## config.mk

```make
export PLATFORM = sky130hd
export DESIGN_NAME = sd_cmd_phy_flat
export DESIGN_NICKNAME = d
export VERILOG_FILES = /design/src/rtl/sd_cmd_if.sv /design/src/rtl/sd_cmd_phy.sv /design/src/flat_wrapper.sv
export SDC_FILE = /design/constraint.sdc
export NUM_CORES = 1
export LEC_CHECK = 0
export ABC_AREA = 1
export ABC_CLOCK_PERIOD_IN_PS = 10960
export BUFFER_PORTS_ARGS = -buffer_cell sky130_fd_sc_hd__buf_2
export CELL_PAD_IN_SITES_DETAIL_PLACEMENT = 0
export CELL_PAD_IN_SITES_GLOBAL_PLACEMENT = 1
export CORE_ASPECT_RATIO = 1.2
export CORE_UTILIZATION = 45
export CTS_CLUSTER_DIAMETER = 50
export DETAILED_ROUTE_END_ITERATION = 8
export PLACE_DENSITY_LB_ADDON = 0.15
export SLEW_MARGIN = 20
export SYNTH_ARGS = -nofsm -noshare
export SYNTH_HDL_FRONTEND = slang
export SYNTH_SLANG_ARGS = --single-unit
```

## constraint.sdc

```tcl
create_clock -name clk -period 10.96 [get_ports clk]
set_input_delay 1.096 -clock clk [delete_from_list [all_inputs] [get_ports clk]]
set_output_delay 1.096 -clock clk [all_outputs]
set_load 0.01 [all_outputs]
```

## src/rtl/sd_cmd_if.sv

```systemverilog
// Command/response handshake between the microSD command-builder FSM and the CMD-line PHY.
interface sd_cmd_if;
  logic        cmd_valid;
  logic        cmd_ready;
  logic [5:0]  cmd_index;
  logic [31:0] cmd_arg;
  logic        resp_expect;
  logic        resp_valid;
  logic [47:0] resp_data;
  logic        resp_crc_ok;
  logic        resp_timeout;

  modport master (
    output cmd_valid, cmd_index, cmd_arg, resp_expect,
    input  cmd_ready, resp_valid, resp_data, resp_crc_ok, resp_timeout
  );

  modport slave (
    input  cmd_valid, cmd_index, cmd_arg, resp_expect,
    output cmd_ready, resp_valid, resp_data, resp_crc_ok, resp_timeout
  );
endinterface

```

## src/rtl/sd_cmd_phy.sv

```systemverilog
// SD/SDIO CMD-line PHY: generates sdio_clk, serializes 48-bit host frames with CRC7,
// and captures the card's 48-bit response or reports a response timeout.
module sd_cmd_phy #(
  parameter int CLK_DIV      = 64,
  parameter int INIT_CLKS    = 80,
  parameter int RESP_TIMEOUT = 64,
  parameter int NRC_CLKS     = 8
) (
  input  logic     clk,
  input  logic     rst,
  sd_cmd_if.slave  bus,
  output logic     sdio_clk,
  output logic     sdio_cmd_o,
  output logic     sdio_cmd_oe,
  input  logic     sdio_cmd_i
);

  localparam int DIV_W = (CLK_DIV > 1) ? $clog2(CLK_DIV) : 1;
  localparam int CNT_W = 16;
  localparam logic [DIV_W-1:0] DIV_LAST  = DIV_W'(CLK_DIV - 1);
  localparam logic [CNT_W-1:0] INIT_LAST = CNT_W'(INIT_CLKS - 1);
  localparam logic [CNT_W-1:0] TO_LAST   = CNT_W'(RESP_TIMEOUT - 1);
  localparam logic [CNT_W-1:0] NRC_LAST  = CNT_W'(NRC_CLKS - 1);

  typedef enum logic [2:0] {S_INIT, S_IDLE, S_SEND, S_WAIT, S_RECV, S_GAP} state_t;

  function automatic logic [6:0] crc7_step(input logic [6:0] c, input logic b);
    logic fb;
    fb = b ^ c[6];
    return {c[5:0], 1'b0} ^ (fb ? 7'h09 : 7'h00);
  endfunction

  function automatic logic [6:0] crc7_calc(input logic [39:0] d);
    logic [6:0] c;
    c = '0;
    for (int i = 39; i >= 0; i--) c = crc7_step(c, d[i]);
    return c;
  endfunction

  state_t           state, state_n;
  logic [DIV_W-1:0] div_cnt;
  logic [CNT_W-1:0] cnt;
  logic             tick, rise_tick, fall_tick, cnt_step;
  logic             accept, capture_done, timeout_hit;
  logic [39:0]      tx_sr;
  logic [6:0]       crc;
  logic             exp_q, tx_bit;
  logic [46:0]      rx_sr;
  logic [47:0]      rx_frame;
  logic             rx_crc_ok;

  assign tick      = (div_cnt == DIV_LAST);
  assign rise_tick = tick & ~sdio_clk;
  assign fall_tick = tick & sdio_clk;
  // SEND paces on falling edges; every other state counts rising edges.
  assign cnt_step  = (state == S_SEND) ? fall_tick : rise_tick;
  assign tx_bit    = (cnt < CNT_W'(40)) ? tx_sr[39] :
                     (cnt < CNT_W'(47)) ? crc[6]    : 1'b1;
  assign rx_frame  = {rx_sr, sdio_cmd_i};
  assign rx_crc_ok = (crc7_calc(rx_frame[47:8]) == rx_frame[7:1]);

  always_ff @(posedge clk or negedge rst) begin
    if (!rst) begin
      div_cnt  <= '0;
      sdio_clk <= 1'b0;
    end else if (tick) begin
      div_cnt  <= '0;
      sdio_clk <= ~sdio_clk;
    end else begin
      div_cnt  <= div_cnt + 1'b1;
    end
  end

  always_comb begin
    state_n       = state;
    bus.cmd_ready = 1'b0;
    accept        = 1'b0;
    capture_done  = 1'b0;
    timeout_hit   = 1'b0;
    case (state)
      S_INIT: if (rise_tick && cnt == INIT_LAST) state_n = S_IDLE;
      S_IDLE: begin
        bus.cmd_ready = 1'b1;
        if (bus.cmd_valid) begin
          accept  = 1'b1;
          state_n = S_SEND;
        end
      end
      S_SEND: if (fall_tick && cnt == CNT_W'(47)) state_n = exp_q ? S_WAIT : S_GAP;
      S_WAIT: if (rise_tick) begin
        // A start bit wins over a simultaneous timeout.
        if (!sdio_cmd_i) state_n = S_RECV;
        else if (cnt == TO_LAST) begin
          timeout_hit = 1'b1;
          state_n     = S_GAP;
        end
      end
      S_RECV: if (rise_tick && cnt == CNT_W'(46)) begin
        capture_done = 1'b1;
        state_n      = S_GAP;
      end
      S_GAP:  if (rise_tick && cnt == NRC_LAST) state_n = S_IDLE;
      default: state_n = S_INIT;
    endcase
  end

  always_ff @(posedge clk or negedge rst) begin
    if (!rst) begin
      state            <= S_INIT;
      cnt              <= '0;
      sdio_cmd_o       <= 1'b1;
      sdio_cmd_oe      <= 1'b0;
      bus.resp_valid   <= 1'b0;
      bus.resp_data    <= '0;
      bus.resp_crc_ok  <= 1'b0;
      bus.resp_timeout <= 1'b0;
    end else begin
      state          <= state_n;
      bus.resp_valid <= 1'b0;
      if (state_n != state) cnt <= '0;
      else if (cnt_step)    cnt <= cnt + 1'b1;
      case (state)
        S_INIT, S_IDLE: begin
          sdio_cmd_oe <= 1'b1;
          sdio_cmd_o  <= 1'b1;
        end
        S_SEND: if (fall_tick) sdio_cmd_o <= tx_bit;
        S_WAIT: if (fall_tick) sdio_cmd_oe <= 1'b0;
        S_GAP:  if (fall_tick) begin
          sdio_cmd_oe <= 1'b1;
          sdio_cmd_o  <= 1'b1;
        end
        default: ;
      endcase
      if (timeout_hit) begin
        bus.resp_valid   <= 1'b1;
        bus.resp_timeout <= 1'b1;
      end
      if (capture_done) begin
        bus.resp_valid   <= 1'b1;
        bus.resp_timeout <= 1'b0;
        bus.resp_data    <= rx_frame;
        bus.resp_crc_ok  <= rx_crc_ok;
      end
    end
  end

  always_ff @(posedge clk) begin
    if (accept) begin
      tx_sr <= {2'b01, bus.cmd_index, bus.cmd_arg};
      crc   <= '0;
      exp_q <= bus.resp_expect;
    end else if (state == S_SEND && fall_tick) begin
      if (cnt < CNT_W'(40)) begin
        tx_sr <= {tx_sr[38:0], 1'b0};
        crc   <= crc7_step(crc, tx_sr[39]);
      end else begin
        crc   <= {crc[5:0], 1'b0};
      end
    end
    if (rise_tick && (state == S_WAIT || state == S_RECV)) rx_sr <= {rx_sr[45:0], sdio_cmd_i};
  end

endmodule

```

## src/flat_wrapper.sv

```systemverilog
// flat-port wrapper written by rule: the top's interface ports become plain ports
module sd_cmd_phy_flat 
#(
  parameter int CLK_DIV      = 64,
  parameter int INIT_CLKS    = 80,
  parameter int RESP_TIMEOUT = 64,
  parameter int NRC_CLKS     = 8
)
  (clk, rst, sdio_clk, sdio_cmd_o, sdio_cmd_oe, sdio_cmd_i, bus_cmd_valid, bus_cmd_index, bus_cmd_arg, bus_resp_expect, bus_cmd_ready, bus_resp_valid, bus_resp_data, bus_resp_crc_ok, bus_resp_timeout);
  sd_cmd_if bus_i ();
  input  logic clk;
  input  logic rst;
  output logic sdio_clk;
  output logic sdio_cmd_o;
  output logic sdio_cmd_oe;
  input  logic sdio_cmd_i;
  input wire logic [$bits(bus_i.cmd_valid)-1:0] bus_cmd_valid;
  input wire logic [$bits(bus_i.cmd_index)-1:0] bus_cmd_index;
  input wire logic [$bits(bus_i.cmd_arg)-1:0] bus_cmd_arg;
  input wire logic [$bits(bus_i.resp_expect)-1:0] bus_resp_expect;
  output wire logic [$bits(bus_i.cmd_ready)-1:0] bus_cmd_ready;
  output wire logic [$bits(bus_i.resp_valid)-1:0] bus_resp_valid;
  output wire logic [$bits(bus_i.resp_data)-1:0] bus_resp_data;
  output wire logic [$bits(bus_i.resp_crc_ok)-1:0] bus_resp_crc_ok;
  output wire logic [$bits(bus_i.resp_timeout)-1:0] bus_resp_timeout;
  assign bus_i.cmd_valid = bus_cmd_valid;
  assign bus_i.cmd_index = bus_cmd_index;
  assign bus_i.cmd_arg = bus_cmd_arg;
  assign bus_i.resp_expect = bus_resp_expect;
  assign bus_cmd_ready = bus_i.cmd_ready;
  assign bus_resp_valid = bus_i.resp_valid;
  assign bus_resp_data = bus_i.resp_data;
  assign bus_resp_crc_ok = bus_i.resp_crc_ok;
  assign bus_resp_timeout = bus_i.resp_timeout;
  sd_cmd_phy #(.CLK_DIV(CLK_DIV), .INIT_CLKS(INIT_CLKS), .RESP_TIMEOUT(RESP_TIMEOUT), .NRC_CLKS(NRC_CLKS)) u_core (.clk(clk), .rst(rst), .bus(bus_i), .sdio_clk(sdio_clk), .sdio_cmd_o(sdio_cmd_o), .sdio_cmd_oe(sdio_cmd_oe), .sdio_cmd_i(sdio_cmd_i));
endmodule
```

======== Word level (Yosys, flattened, before mapping) ========
Cells that the tools add are included.
word-level totals
  register bits after elaboration ......... 174
  latch bits .............................. 0
  RAM bits ................................ 0
  memory bits (read-only) ................. 0
  input port bits ......................... 43
  output and inout port bits .............. 55
  logic and storage cells ................. 216
  memories kept ........................... 0
cells by class
  add/sub/neg operators ................... 2
  multipliers ............................. 0
  divide/modulo/power cells ............... 0
  $lt $le $gt $ge ......................... 2
  eq/ne operators ......................... 16
  shift operators ......................... 0
  multiplexer cells ....................... 79
  bitwise logic cells ..................... 83
  reductions and logical operators ........ 19
operators with widths
  cell                     count
  $xor A7 B7 Y7            40
  $mux W4                  41
  $mux W38                 3
  $eq A16 B6 Y1 const B    3
  $xor A1 B1 Y1            39
  $lt A16 B6 Y1 const B    2
  $mux W16                 2
  $mux W3                  9
  $mux W1                  19
  $pmux W3 S6              1
  $add A16 B1 Y16 const B  1
  $eq A16 B3 Y1 const B    1
  $eq A16 B7 Y1 const B    1
  $reduce_bool A2 Y1       4
  $eq A7 B7 Y1             1
  $mux W7                  1
  $add A6 B1 Y6 const B    1
  $eq A3 B2 Y1 const B     2
  $eq A3 B3 Y1 const B     2
  $eq A6 B6 Y1 const B     1
  $logic_and A1 B1 Y1      6
  $mux W6                  1
  $ne A2 B1 Y1 const B     3
  $pmux W1 S3              2
  other kinds (11)         15

======== Logic depth before layout (Yosys ltp) ========
Gate-level depths: netlist of run 1.
  depth after elaboration ................. 118
  gate-level depth with buffers ........... 29
  mapped depth without buffers ............ 29

======== Worst setup path before layout of run 1 ========
OpenSTA, ideal clock, no wires.
  path kind ............................... register to register
  start point ............................. reg u_core.div_cnt[0]
  end point ............................... reg u_core.rx_sr[0], enable pin
  setup time .............................. 0.467 ns
  data arrival time ....................... 3.342 ns
  data required time ...................... 10.493 ns
  slack ................................... 7.151 ns
  cell stages (with the launch flop) ...... 6
  cell sequence ........................... dfrtp_1 -> ha_1 -> nand4_1 -> nor2_1 -> nand2_1 -> a21oi_1
between the ends
  word-level cells in the longest chain between the ends .. 3
RTL lines
  item                    line               source
  start, declared         sd_cmd_phy.sv:41   logic [DIV_W-1:0] div_cnt;
  start signal, assigned  sd_cmd_phy.sv:70   div_cnt <= div_cnt + 1'b1;
  $eq A6 B6 Y1            sd_cmd_phy.sv:52   assign tick = (div_cnt == DIV_LAST);
  $and A1 B1 Y1           sd_cmd_phy.sv:53   assign rise_tick = tick & ~sdio_clk;
  $logic_and A1 B1 Y1     sd_cmd_phy.sv:161  if (rise_tick && (state == S_WAIT || state == S_RECV)) rx_sr <= {rx_sr[45:0], sdio_cmd_i};
  end signal, assigned    sd_cmd_phy.sv:161
  end, declared           sd_cmd_phy.sv:48   logic [46:0] rx_sr;
No other way between the ends.
A chain may end at the register's enable or synchronous reset.

======== Worst setup path after layout of run 1 ========
  start point ............................. reg u_core.div_cnt[0]
  end point ............................... reg u_core.cnt[11]
between the ends
  word-level cells in the longest chain between the ends .. 7
  elaborated cells between the ends (all ways) .. 17
  those cells by class .................... eq/ne: 2; mux: 8; bitwise: 2; reduce/logical: 5
RTL lines
  item                                            line                                source
  $eq A6 B6 Y1 (*)                                sd_cmd_phy.sv:52
  $and A1 B1 Y1, on equally long branches         sd_cmd_phy.sv:53, sd_cmd_phy.sv:54
  $logic_and A1 B1 Y1, on equally long branches   n/a
  $mux W3, on equally long branches               n/a
  $pmux W3 S6 (*)                                 sd_cmd_phy.sv:80                    case (state)
  via u_core.state_n[0]                           sd_cmd_phy.sv:40                    state_t state, state_n;
  $ne A3 B3 Y1 (*)                                sd_cmd_phy.sv:120                   if (state_n != state) cnt <= '0;
  $mux W16 or $reduce_bool A2 Y1 (tied branches)  n/a
  end signal, assigned                            sd_cmd_phy.sv:121                   else if (cnt_step) cnt <= cnt + 1'b1;
  end, declared                                   sd_cmd_phy.sv:42                    logic [CNT_W-1:0] cnt;
The timed path passes the listed nets; every way through them passes the cells marked *.

==> qor.yml, run 1 <==
die_width_um: 129
fp.coreArea_um2: 18900
clk_latency_ns: 0.43
crit_fanout: 100
synth-main-ff-cell: "edfxtp_1"
synth_fp_nets: 1098
n_antenna_cell: 0
synth_edf_count: 86
worstMarginPinSlew_ns: 0.848
final_hold_viol_count: 0
grt_max_degree: 101
final_common_cell: "nand2_1"
grt_pass1_wl_mm: 30.9
report.final.slew_viol_count: 0
fin_crit_ns: 3.77
final_cell_mix: "nand2_1, inv_1, buf_2, nand3_1, edfxtp_1"
synth.distinct_cells: 39
relSlewSlack_pct: 43.5
cts_tree: "done"
antenna_found_initial: 0
finalSetupTns_ns: 0
yosysWarnings: 0
drt-initial-drc-count: 353
leakagePower_nw: 4.83
syn2layout_area_growth_pct: 16.5
cts-root-buf: "clkbuf_16"
skew_ns: 0.0107
status: "finished clean"
dp_hpwl_mm: 13.2
max-vdd-ir-drop_mv: 0.118
rows: 55
critPathLaunchType: "register"
ys_async_sr_fraction_pct: 45.4
synthesis.area_um2: 8680
post-route-drc-count: 0
fin_crit_sh_pct: 34.4
synth_seq_cells: 174
die_h_um: 154
finalPower_w: 0.00137
cts_resized: 0
gp_congestion: 0.859
yosysSeqAreaShare_pct: 54.6
htreeDepth: 4
synth_cells: 1052
start_util_pct: 46.0
wl_mm: 18.6
ios: 98
hold_class: "register to register"
io_buffers: 97
worstPathArrival_ns: 4.12
cp-end-kind: "register"
drive_gt1_share_pct: 17.4
numCtsBuffers: 17
die_area_um2: 19900
nets: 1197
grt_pass1_vias: 6391
worstPathRequired_ns: 11.31
postRouteAntennaNets: 0
post_cts_buffers: 0
grt_usage_pct: 20.0
rsz0062_at_grt: "false"
crit_type: "register to register"
avgRoutedWirePerCell_um: 13.1
ctsLongestPathBuffers: 2
power_density_nw_per_um2: 136
drv_cap: 0
path_clk_slew_ns: 0.07
placed_cells: 1388
final_cells: 1420
setup_viol: 0
drtPass1Iterations: 5
hold_buffers: 0
grt_overflow: 0
viasPerCell: 4.83
timing.fmax_ghz: 0.265
vias: 6856
clock-sinks: 174
synth.avg_cell_area_um2: 8.25
## layout make-up
class                           count  area (um^2)
Timing Repair Buffer              103          537
Sequential cell                   174         4740
Tap cell                          256          320
Fill cell                        1829         8740
Clock buffer                       17          425
Clock inverter                     15          233
Multi-Input combinational cell    734         3410
Inverter                          121          454
## cells by family after synthesis
group,count (synthesis),synth area share [%]
AOI/OAI and AO/OA,99,6.10
and+or+nand+nor,615,30.8
buffers and inverters,144,6.31
xor gates and xnor gates,17,1.72
adders and majority gates,3,0.432
DFF,174,54.6
## worst max-delay path: stages (launching register included)
cell and delay (ns):
dfrtp_1 0.39, ha_1 0.24, nand4_1 0.13, nor2_1 0.10, nand2_1 0.26, nor2_1 0.12
nand2_2 0.06, buf_4 0.64, nand4_1 0.25, xor2_1 0.20, a211oi_1 0.21, and2_1 0.40
clkinv_1 0.36, nor2_1 0.19, nand2_1 0.06, o21ai_0 0.07
## cell usage after synthesis (all sizes together) (6+ instances only)
cell	count	area [um^2]
a21oi	12	60.1
buf	6	30.0
clkbuf	17	63.8
dfrtp	78	1950
dfxtp	9	180
edfxtp	86	2580
inv	119	447
nand2	436	1750
nand3	100	551
nand4	7	43.8
nor2	48	195
nor3	10	50.1
nor4	11	68.8
o21ai	73	365
xor2	14	123
## flip-flops by register name (all words and copies together), names as in the netlist, 3 cells and up
signal / cells
u_core.rx_sr: 47
u_core.crc: 7
u_core.cnt: 16
u_core.bus.resp_data: 48
u_core.tx_sr: 40
u_core.div_cnt: 6
u_core.state: 3
## layer usage
metal / up-vias / track usage (%) / share of wire (%)
met1: 3102 / 26.9 / 48
li1: 3607 / - / -
met4: 0 / 7.68 / 1.7
met5: - / 0 / 0
met2: 126 / 32.6 / 47
met3: 21 / 2.92 / 3.3
## worst paths after layout
check / slack, ns / from / to / cells past startpoint
hold reg to reg: 0.46 / u_core.tx_sr[38] / u_core.tx_sr[38] / 2
max in group asynchronous: 9.75 / rst / u_core.cnt[6] / 1
setup reg to reg: 7.19 / u_core.div_cnt[0] / u_core.cnt[11] / 15
min in group asynchronous: 0.71 / rst / u_core.bus.resp_data[32] / 1
hold / removal: 0.46 / u_core.tx_sr[38] / u_core.tx_sr[38] / 2
setup / recovery: 7.19 / u_core.div_cnt[0] / u_core.cnt[11] / 15
## metrics by stage
stage	setup slack, ns	cell area (um^2)	utilization [%]	hold WS, ns
final	7.19	10100	53.7	0.459
after global routing	6.75	10100	53.7	0.486
after CTS	7.14	10100	53.6	0.466
after detailed placement	7.16	9460	50.1	0.451
after global placement	7.24	9460	50.1	0.447
after floorplan	7.15	8680	-	0.424
## where the power goes
part | total (W) | switching (W) | internal, W
Sequential | 0.000680 | 0 | 0.000680
Clock | 0.000679 | 0.000270 | 0.000409
Combinational | 0.0000140 | 0.00000849 | 0.00000551
Total | 0.00137 | 0.000279 | 0.00109
Note: power is estimated with default switching activity, not from simulation.
==> run 2, diff against run 1 <==
--- a/config.mk
+++ b/config.mk
@@ -6,12 +6,12 @@
 export NUM_CORES = 1
 export LEC_CHECK = 0
 export ABC_AREA = 1
-export ABC_CLOCK_PERIOD_IN_PS = 10960
+export ABC_CLOCK_PERIOD_IN_PS = 3100
 export BUFFER_PORTS_ARGS = -buffer_cell sky130_fd_sc_hd__buf_2
 export CELL_PAD_IN_SITES_DETAIL_PLACEMENT = 0
 export CELL_PAD_IN_SITES_GLOBAL_PLACEMENT = 1
 export CORE_ASPECT_RATIO = 1.2
-export CORE_UTILIZATION = 45
+export CORE_UTILIZATION = 40
 export CTS_CLUSTER_DIAMETER = 50
 export DETAILED_ROUTE_END_ITERATION = 8
 export PLACE_DENSITY_LB_ADDON = 0.15
==> constraint.sdc (replaced) <==
create_clock -name clk -period 3.1 [get_ports clk]
set_input_delay 0.31 -clock clk [delete_from_list [all_inputs] [get_ports clk]]
set_output_delay 0.31 -clock clk [all_outputs]
set_load 0.01 [all_outputs]
==> run 2 against run 1 <==
Worst setup slack got worse by 6.9 ns. Count of clock-buffer cells in the layout unchanged. Global-route usage is 0.46 points lower. Sequential cell count unchanged. Non-clock buffer count up 26. Critical path type unchanged. Largest cell class unchanged.
==> qor.yml, run 2 (synthesis results as in run 1) <==
status: "finished clean"
grt_pass1_wl_mm: 33.7  # +8.9%
grt_use_met1_pct: 25.8  # -1.1 points
drtPass1Iterations: 5  # unchanged
crit_type: "register to register"
largest_register_ffs: 48  # unchanged
die_width_um: 136  # +6.0%
path_clk_slew_ns: 0.07  # about the same
numCtsBuffers: 17  # unchanged
die_area_um2: 22300  # +12%
use_met2_pct: 32.0  # -0.58 points
p_sw_w: 0.00110  # +290%
postLayoutCellArea_um2: 10400  # +2.4%
cp-end-kind: "register"
grt_usage_pct: 19.6  # -0.46 points
setup_viol: 0  # unchanged
clock_power_share_pct: 46.8  # -2.7 points
die_h_um: 163  # +6.0%
grt_overflow: 0  # unchanged
leakagePower_nw: 4.94  # +2.2%
largest_register: "u_core.bus.resp_data"
dp_hpwl_mm: 14.8  # +12%
gp_congestion: 0.842  # -1.9%
vias: 7071  # +3.1%
drt-initial-drc-count: 426  # +21%
rrSetupSlack_ns: 0.26  # -6.93 ns
top_regs: "u_core.bus.resp_data x48, u_core.rx_sr x47, u_core.tx_sr x40"
htreeDepth: 4  # unchanged
cts-root-buf: "clkbuf_16"
report.final.slew_viol_count: 0  # unchanged
use_met3_pct: 3.88  # +0.96 points
power_density_nw_per_um2: 446  # +230%
io_buffers: 97  # unchanged
final_common_cell: "nand2_1"
fin_crit_ns: 2.84  # -0.928 ns
ios: 98  # unchanged
rsz0062_at_grt: "true"
start_util_pct: 41.1  # -4.9 points
finalPower_w: 0.00462  # +240%
max-vdd-ir-drop_mv: 0.362  # +210%
viasPerCell: 4.84  # +0.24%
skew_ns: 0.0166  # +0.00586 ns
critPathLaunchType: "register"
antenna_found_initial: 1  # +1
power.share.sequential_pct: 52.0  # +2.5 points
clk_latency_ns: 0.44  # about the same
ctsLongestPathBuffers: 2  # unchanged
relSlewSlack_pct: 61.1  # +18 points
final_cells: 1461  # +2.9%
drv_cap: 0  # unchanged
top_usage_layer: "met2"
post-route-drc-count: 0  # unchanged
p_sw_share_pct: 23.8  # +3.5 points
timing.fmax_ghz: 0.352  # +33%
placed_area_um2: 9610  # +1.6%
nFillCells: 2062  # +13%
syn2layout_area_growth_pct: 19.3
placed_cells: 1417  # +2.1%
drive_gt1_share_pct: 21.2  # +3.7 points
cts_tree: "done"
fp.coreArea_um2: 21100  # +12%
fin_crit_sh_pct: 91.7  # +57 points
grt_pass1_vias: 6732  # +5.3%
worstPathArrival_ns: 3.21  # -0.91 ns
rows: 58  # +5.5%
p_int_w: 0.00352  # +220%
final_hold_viol_count: 0  # unchanged
grt_max_degree: 54  # -47%
final_cell_mix: "nand2_1, inv_1, buf_2, nand3_1, edfxtp_1"
pwr-share-comb_pct: 1.1  # about the same
worstMarginPinSlew_ns: 0.578  # -0.270 ns
avgRoutedWirePerCell_um: 14.0  # +6.9%
nets: 1223  # +2.2%
clock-sinks: 174  # unchanged
wl_mm: 20.5  # +10%
crit_fanout: 6  # -94%
hold_class: "primary input to register"
postRouteAntennaNets: 0  # unchanged
worstPathRequired_ns: 3.47  # -7.84 ns
==> run 2: cell count changes in the layout (fill, tap and decap cells not counted), sizes merged <==
cell / previous run / this run
buf: 103 / 128
bufinv: 5 / 0
clkinvlp: 2 / 1
diode: 0 / 1
dlygate4sd3: 0 / 1
inv: 124 / 130
==> run 2: worst paths after layout <==
check,startpoint,to,cells after the start
min in group asynchronous,rst,u_core.bus.resp_data[35],2
hold reg to reg,u_core.tx_sr[38],u_core.tx_sr[38],2
max in group asynchronous,rst,u_core.bus.resp_data[5],3
hold / removal,bus_resp_expect,u_core.exp_q,1
setup reg to reg,u_core.rx_sr[43],u_core.bus.resp_crc_ok,26
setup / recovery,u_core.rx_sr[43],u_core.bus.resp_crc_ok,26
==> run 2: metrics by stage <==
| step | setup TNS, ns | setup WS (ns) | utilization, % | hold slack [ns] |
|---|---|---|---|---|
| floorplan | 0 | 0.101 | - | 0.0144 |
| global placement | 0 | 0.255 | 45.5 | 0.275 |
| detailed placement | 0 | 0.200 | 45.5 | 0.278 |
| CTS | 0 | 0.175 | 48.3 | 0.0372 |
| global route | -0.0582 | -0.0582 | 49.0 | 0.0325 |
| finish | 0 | 0.259 | 49.0 | 0.0541 |
==> run 2: power groups by stage <==
stage,clock (W),combinational [W],sequential [W]
after floorplan,0,0.00000107,0.00245
after global placement,0,0.0000544,0.00245
after detailed placement,0,0.0000547,0.00245
after CTS,0.00222,0.0000558,0.00240
after global routing,0.00231,0.0000602,0.00240
final,0.00216,0.0000530,0.00240
==> run 2: routing by layer <==
| layer | vias up | part of all wire, % |
|---|---|---|
| met4 | 0 | 1.3 |
| met2 | 142 | 48 |
| met3 | 18 | 3.7 |
| met5 | - | 0 |
| li1 | 3648 | - |
| met1 | 3263 | 47 |
==> run 2: layout make-up <==
cell class,instances,area (um^2),share of cell area (%)
sequential,174,4740,45.8
multi-input combinational,734,3480,33.6
timing repair buffer,129,756,7.30
inverter,121,454,4.39
clock buffer,17,425,4.11
tap,270,338,3.26
clock inverter,15,163,1.57
antenna,1,2.50,0.0242
==> run 2: critical path: stages (launching register included) <==
cell and delay [ns]:
edfxtp_1 0.50, buf_4 0.18, nand2_1 0.05, nand2_1 0.09, nand2_1 0.11, nand2_2 0.08, nand2_1 0.07, nand2_1 0.09
inv_1 0.08, nand2_1 0.10, nand2_2 0.09, inv_1 0.05, nand2_2 0.08, nand4_1 0.18, nand2_2 0.14, nand2_1 0.09
nand2_2 0.11, nand2_2 0.07, nand2_2 0.10, nand2_1 0.05, nand2_1 0.10, inv_1 0.05, nand2_1 0.05, nand3_1 0.07
nor2_1 0.10, nand2_1 0.06, nand2_1 0.06
==> run 2: what timing repair did <==
item | 4_1_cts | 5_1_grt
endpoints found under the hold margin | 29 | 0
resized for setup | 0 | 23
endpoints found under the setup margin | 0 | 5
buffers inserted | 0 | 10
hold buffers | 1 | 0
==> run 3, diff against run 2 <==
--- a/config.mk
+++ b/config.mk
@@ -5,13 +5,12 @@
 export SDC_FILE = /design/constraint.sdc
 export NUM_CORES = 1
 export LEC_CHECK = 0
-export ABC_AREA = 1
 export ABC_CLOCK_PERIOD_IN_PS = 3100
 export BUFFER_PORTS_ARGS = -buffer_cell sky130_fd_sc_hd__buf_2
 export CELL_PAD_IN_SITES_DETAIL_PLACEMENT = 0
 export CELL_PAD_IN_SITES_GLOBAL_PLACEMENT = 1
 export CORE_ASPECT_RATIO = 1.2
-export CORE_UTILIZATION = 40
+export CORE_UTILIZATION = 43
 export CTS_CLUSTER_DIAMETER = 50
 export DETAILED_ROUTE_END_ITERATION = 8
 export PLACE_DENSITY_LB_ADDON = 0.15
==> run 3 against run 2 <==
The run now ends with DRC left. Worst hold slack improved by 0.0015 ns. Synthesized cell count is 47% lower. Sequential power about the same. Register-to-register slack worse by 0.15 ns. Sequential share of layout area rose by 4.4 points. Cell count shrank 38%. Combinational power fell by 6.2%. Area after synthesis decreased by 10%. First-iteration DRC count shrank 46%. Die area fell by 16%. Sequential cell count stayed put. Critical path depth down 17.
==> qor.yml, run 3 <==
status: "finished, violations left"
failed_checks: "DRC"
fin_crit_ns: 2.99  # +0.150 ns
synthesis.area_um2: 7800  # -10%
synth_adder_area_share_pct: 0.481  # +0.049 points
hold_path_depth: 1  # unchanged
start_util_pct: 44.2  # +3.1 points
hold_class: "primary input to register"
clock-sinks: 174  # unchanged
drive_gt1_share_pct: 38.5  # +17 points
grt_usage_pct: 16.8  # -2.8 points
numCtsBuffers: 17  # unchanged
yosysTopAreaCell: "edfxtp_1"
ctsLongestPathBuffers: 2  # unchanged
synth.avg_cell_area_um2: 14.1  # +71%
holdPathEnd: "u_core.exp_q"
largest_register_ffs: 48  # unchanged
grt_overflow: 0  # unchanged
timing.fmax_ghz: 0.334  # -5.0%
synthMuxAreaShare_pct: 12.3  # +12 points
worstMarginPinSlew_ns: 0.744  # +0.166 ns
reg2reg_from: "u_core.rx_sr[39]"
power_density_nw_per_um2: 491  # +10%
ios: 98  # unchanged
synth_top_family_by_area: "XOR/XNOR gates"
critPathLaunchType: "register"
cp-end-kind: "register"
fin_crit_sh_pct: 96.5  # +4.8 points
placed_cells: 865  # -39%
grt_pass1_wl_mm: 24.0  # -29%
rrSetupSlack_ns: 0.11  # -0.15 ns
synth_compound_area_share_pct: 2.93  # -3.2 points
grt_pass1_vias: 4649  # -31%
antenna_found_initial: 0  # -1
nFillCells: 1481  # -28%
skew_ns: 0.0152  # -0.00142 ns
post-route-util_pct: 53.6  # +4.6 points
placed_area_um2: 8680  # -9.7%
postRouteAntennaNets: 0  # unchanged
largest_register: "u_core.bus.resp_data"
avgRoutedWirePerCell_um: 16.1  # +15%
reg2reg_depth: 9  # -65%
wl_mm: 14.6  # -29%
grt_max_degree: 80  # +48%
yosysWarnings: 0  # unchanged
fp.coreArea_um2: 17600  # -16%
yosysMostFrequentCell: "edfxtp_1"
synth_edf_count: 86  # unchanged
synth-main-ff-cell: "edfxtp_1"
leakagePower_nw: 3.86  # -22%
ys_async_sr_fraction_pct: 45.4  # unchanged
die_width_um: 125  # -8.4%
htreeDepth: 4  # unchanged
final_cells: 905  # -38%
setup_viol: 0  # unchanged
synth_commonest_cells: "edfxtp_1, mux2_2, dfrtp_1, xnor2_1, nand2_1"
vias: 4615  # -35%
worstPathRequired_ns: 3.47  # about the same
synth.top_cell.area_share_pct: 33.1  # +3.4 points
drtPass1Iterations: 6  # +1
max-vdd-ir-drop_mv: 0.340  # -6.2%
rows: 53  # -8.6%
worstPathArrival_ns: 3.36  # +0.15 ns
crit_type: "register to register"
synth_xor_area_share_pct: 13.8  # +12 points
hp-start: "bus_resp_expect"
final_hold_viol_count: 0  # unchanged
path_clk_slew_ns: 0.07  # about the same
syn2layout_area_growth_pct: 21.2
synth_cells: 553  # -47%
drv_cap: 0  # unchanged
cts-root-buf: "clkbuf_16"
viasPerCell: 5.10  # +5.4%
io_buffers: 97  # unchanged
synth_seq_cells: 174  # unchanged
report.final.slew_viol_count: 0  # unchanged
relSlewSlack_pct: 50.4  # -11 points
post-route-drc-count: 15  # +15
synth_fp_nets: 599  # -45%
drt-initial-drc-count: 231  # -46%
final_cell_mix: "buf_2, edfxtp_1, mux2_2, dfrtp_1, nand2_1"
top_regs: "u_core.bus.resp_data x48, u_core.rx_sr x47, u_core.tx_sr x40"
finalPower_w: 0.00464  # +0.51%
r2r_end: "u_core.bus.resp_crc_ok"
clk_latency_ns: 0.43  # about the same
nets: 718  # -41%
synthSimpleGateAreaFrac_pct: 8.58  # -22 points
gp_congestion: 0.809  # -4.0%
n_antenna_cell: 0  # -1
die_area_um2: 18700  # -16%
cts_tree: "done"
whs_ns: 0.0556  # +0.00154 ns
yosysSeqAreaShare_pct: 60.8  # +6.2 points
synth.distinct_cells: 51  # +31%
synthTopCellsByArea: "edfxtp_1, dfrtp_1, mux2_2"
crit_fanout: 4  # -2
postLayoutCellArea_um2: 9460  # -8.7%
dp_hpwl_mm: 10.2  # -31%
die_h_um: 150  # -8.5%
final_common_cell: "buf_2"
-- run 3: cell types whose count changed in the layout (fill, tap and decap cells not counted), moves of 9 or more --
cell,delta
buf_4,-10
inv_1,-108
inv_2,-9
mux2_2,+84
nand2_1,-336
nand2_2,-59
nand3_1,-73
nand3_2,-10
o21ai_0,-65
xnor2_1,+37
xor2_1,+11
-- run 3: cell families after synthesis --
kind of cell,count (synthesis)
DFF,174
and+or+nand+nor,138
xor gates and xnor gates,92
muxes,85
AOI/OAI and AO/OA,37
buffers and inverters,24
adders and majority gates,3
-- run 3: area by class of cell --
cell class                 count  area (um^2)  area share [%]
multi-input combinational    355         3100            32.8
tap                          220          275            2.91
sequential                   174         4740            50.1
clock buffer                  18          450            4.76
timing repair buffer         122          723            7.65
inverter                       2         7.51          0.0794
clock inverter                14          160            1.69
-- run 3: metal layers --
layer	share of wire [%]	vias to the layer above	GRT usage, %
met5	0	-	0
met4	1.9	0	6.59
met3	4.4	22	4.93
met2	51	90	28.3
met1	42	2294	20.3
li1	-	2209	-
-- run 3: worst max-delay path, cell delays in order, from the launching register on --
cell and delay, ns:
edfxtp_1 0.48, xnor2_4 0.33, xnor2_4 0.20, xnor3_1 0.38
xnor3_2 0.45, xor2_2 0.17, xnor2_1 0.14, or3_1 0.36
a221oi_2 0.26, a22o_1 0.15
-- run 3: metrics by stage --
stage          setup TNS (ns)  setup slack (ns)
2_1_floorplan               0            0.0588
6_report                    0             0.109
4_1_cts                     0           0.00356
5_1_grt              -0.00807          -0.00807
3_5_place_dp                0            0.0197
3_3_place_gp                0            0.0876
-- run 3: how the worst max path moves through the flow --
| stage | start | endpoint | slack, ns |
|---|---|---|---|
| finish | u_core.rx_sr[39] | u_core.bus.resp_crc_ok | 0.11 |
| global route | u_core.rx_sr[45] | u_core.bus.resp_crc_ok | -0.008 |
| CTS | u_core.rx_sr[45] | u_core.bus.resp_crc_ok | 0.004 |
| detailed placement | u_core.rx_sr[42] | u_core.bus.resp_crc_ok | 0.02 |
| global placement | u_core.rx_sr[42] | u_core.bus.resp_crc_ok | 0.09 |
| floorplan | u_core.div_cnt[0] | u_core.tx_sr[0] | 0.06 |
-- run 3: what timing repair did --
item / in CTS / in global routing
endpoints found under the hold margin: 0 / 60
hold buffers: 0 / 1
buffers inserted: 0 / 7
pin swaps: 0 / 10
gates resized for setup: 1 / 11
cloned: 0 / 0
setup endpoints to repair: 1 / 1
-- run 3: power breakdown --
group	total (W)	switching, W	internal [W]
clock network	0.00219	0.000987	0.00120
logic	0.0000497	0.0000279	0.0000218
registers	0.00241	0.000000273	0.00240
total	0.00464	0.00101	0.00363
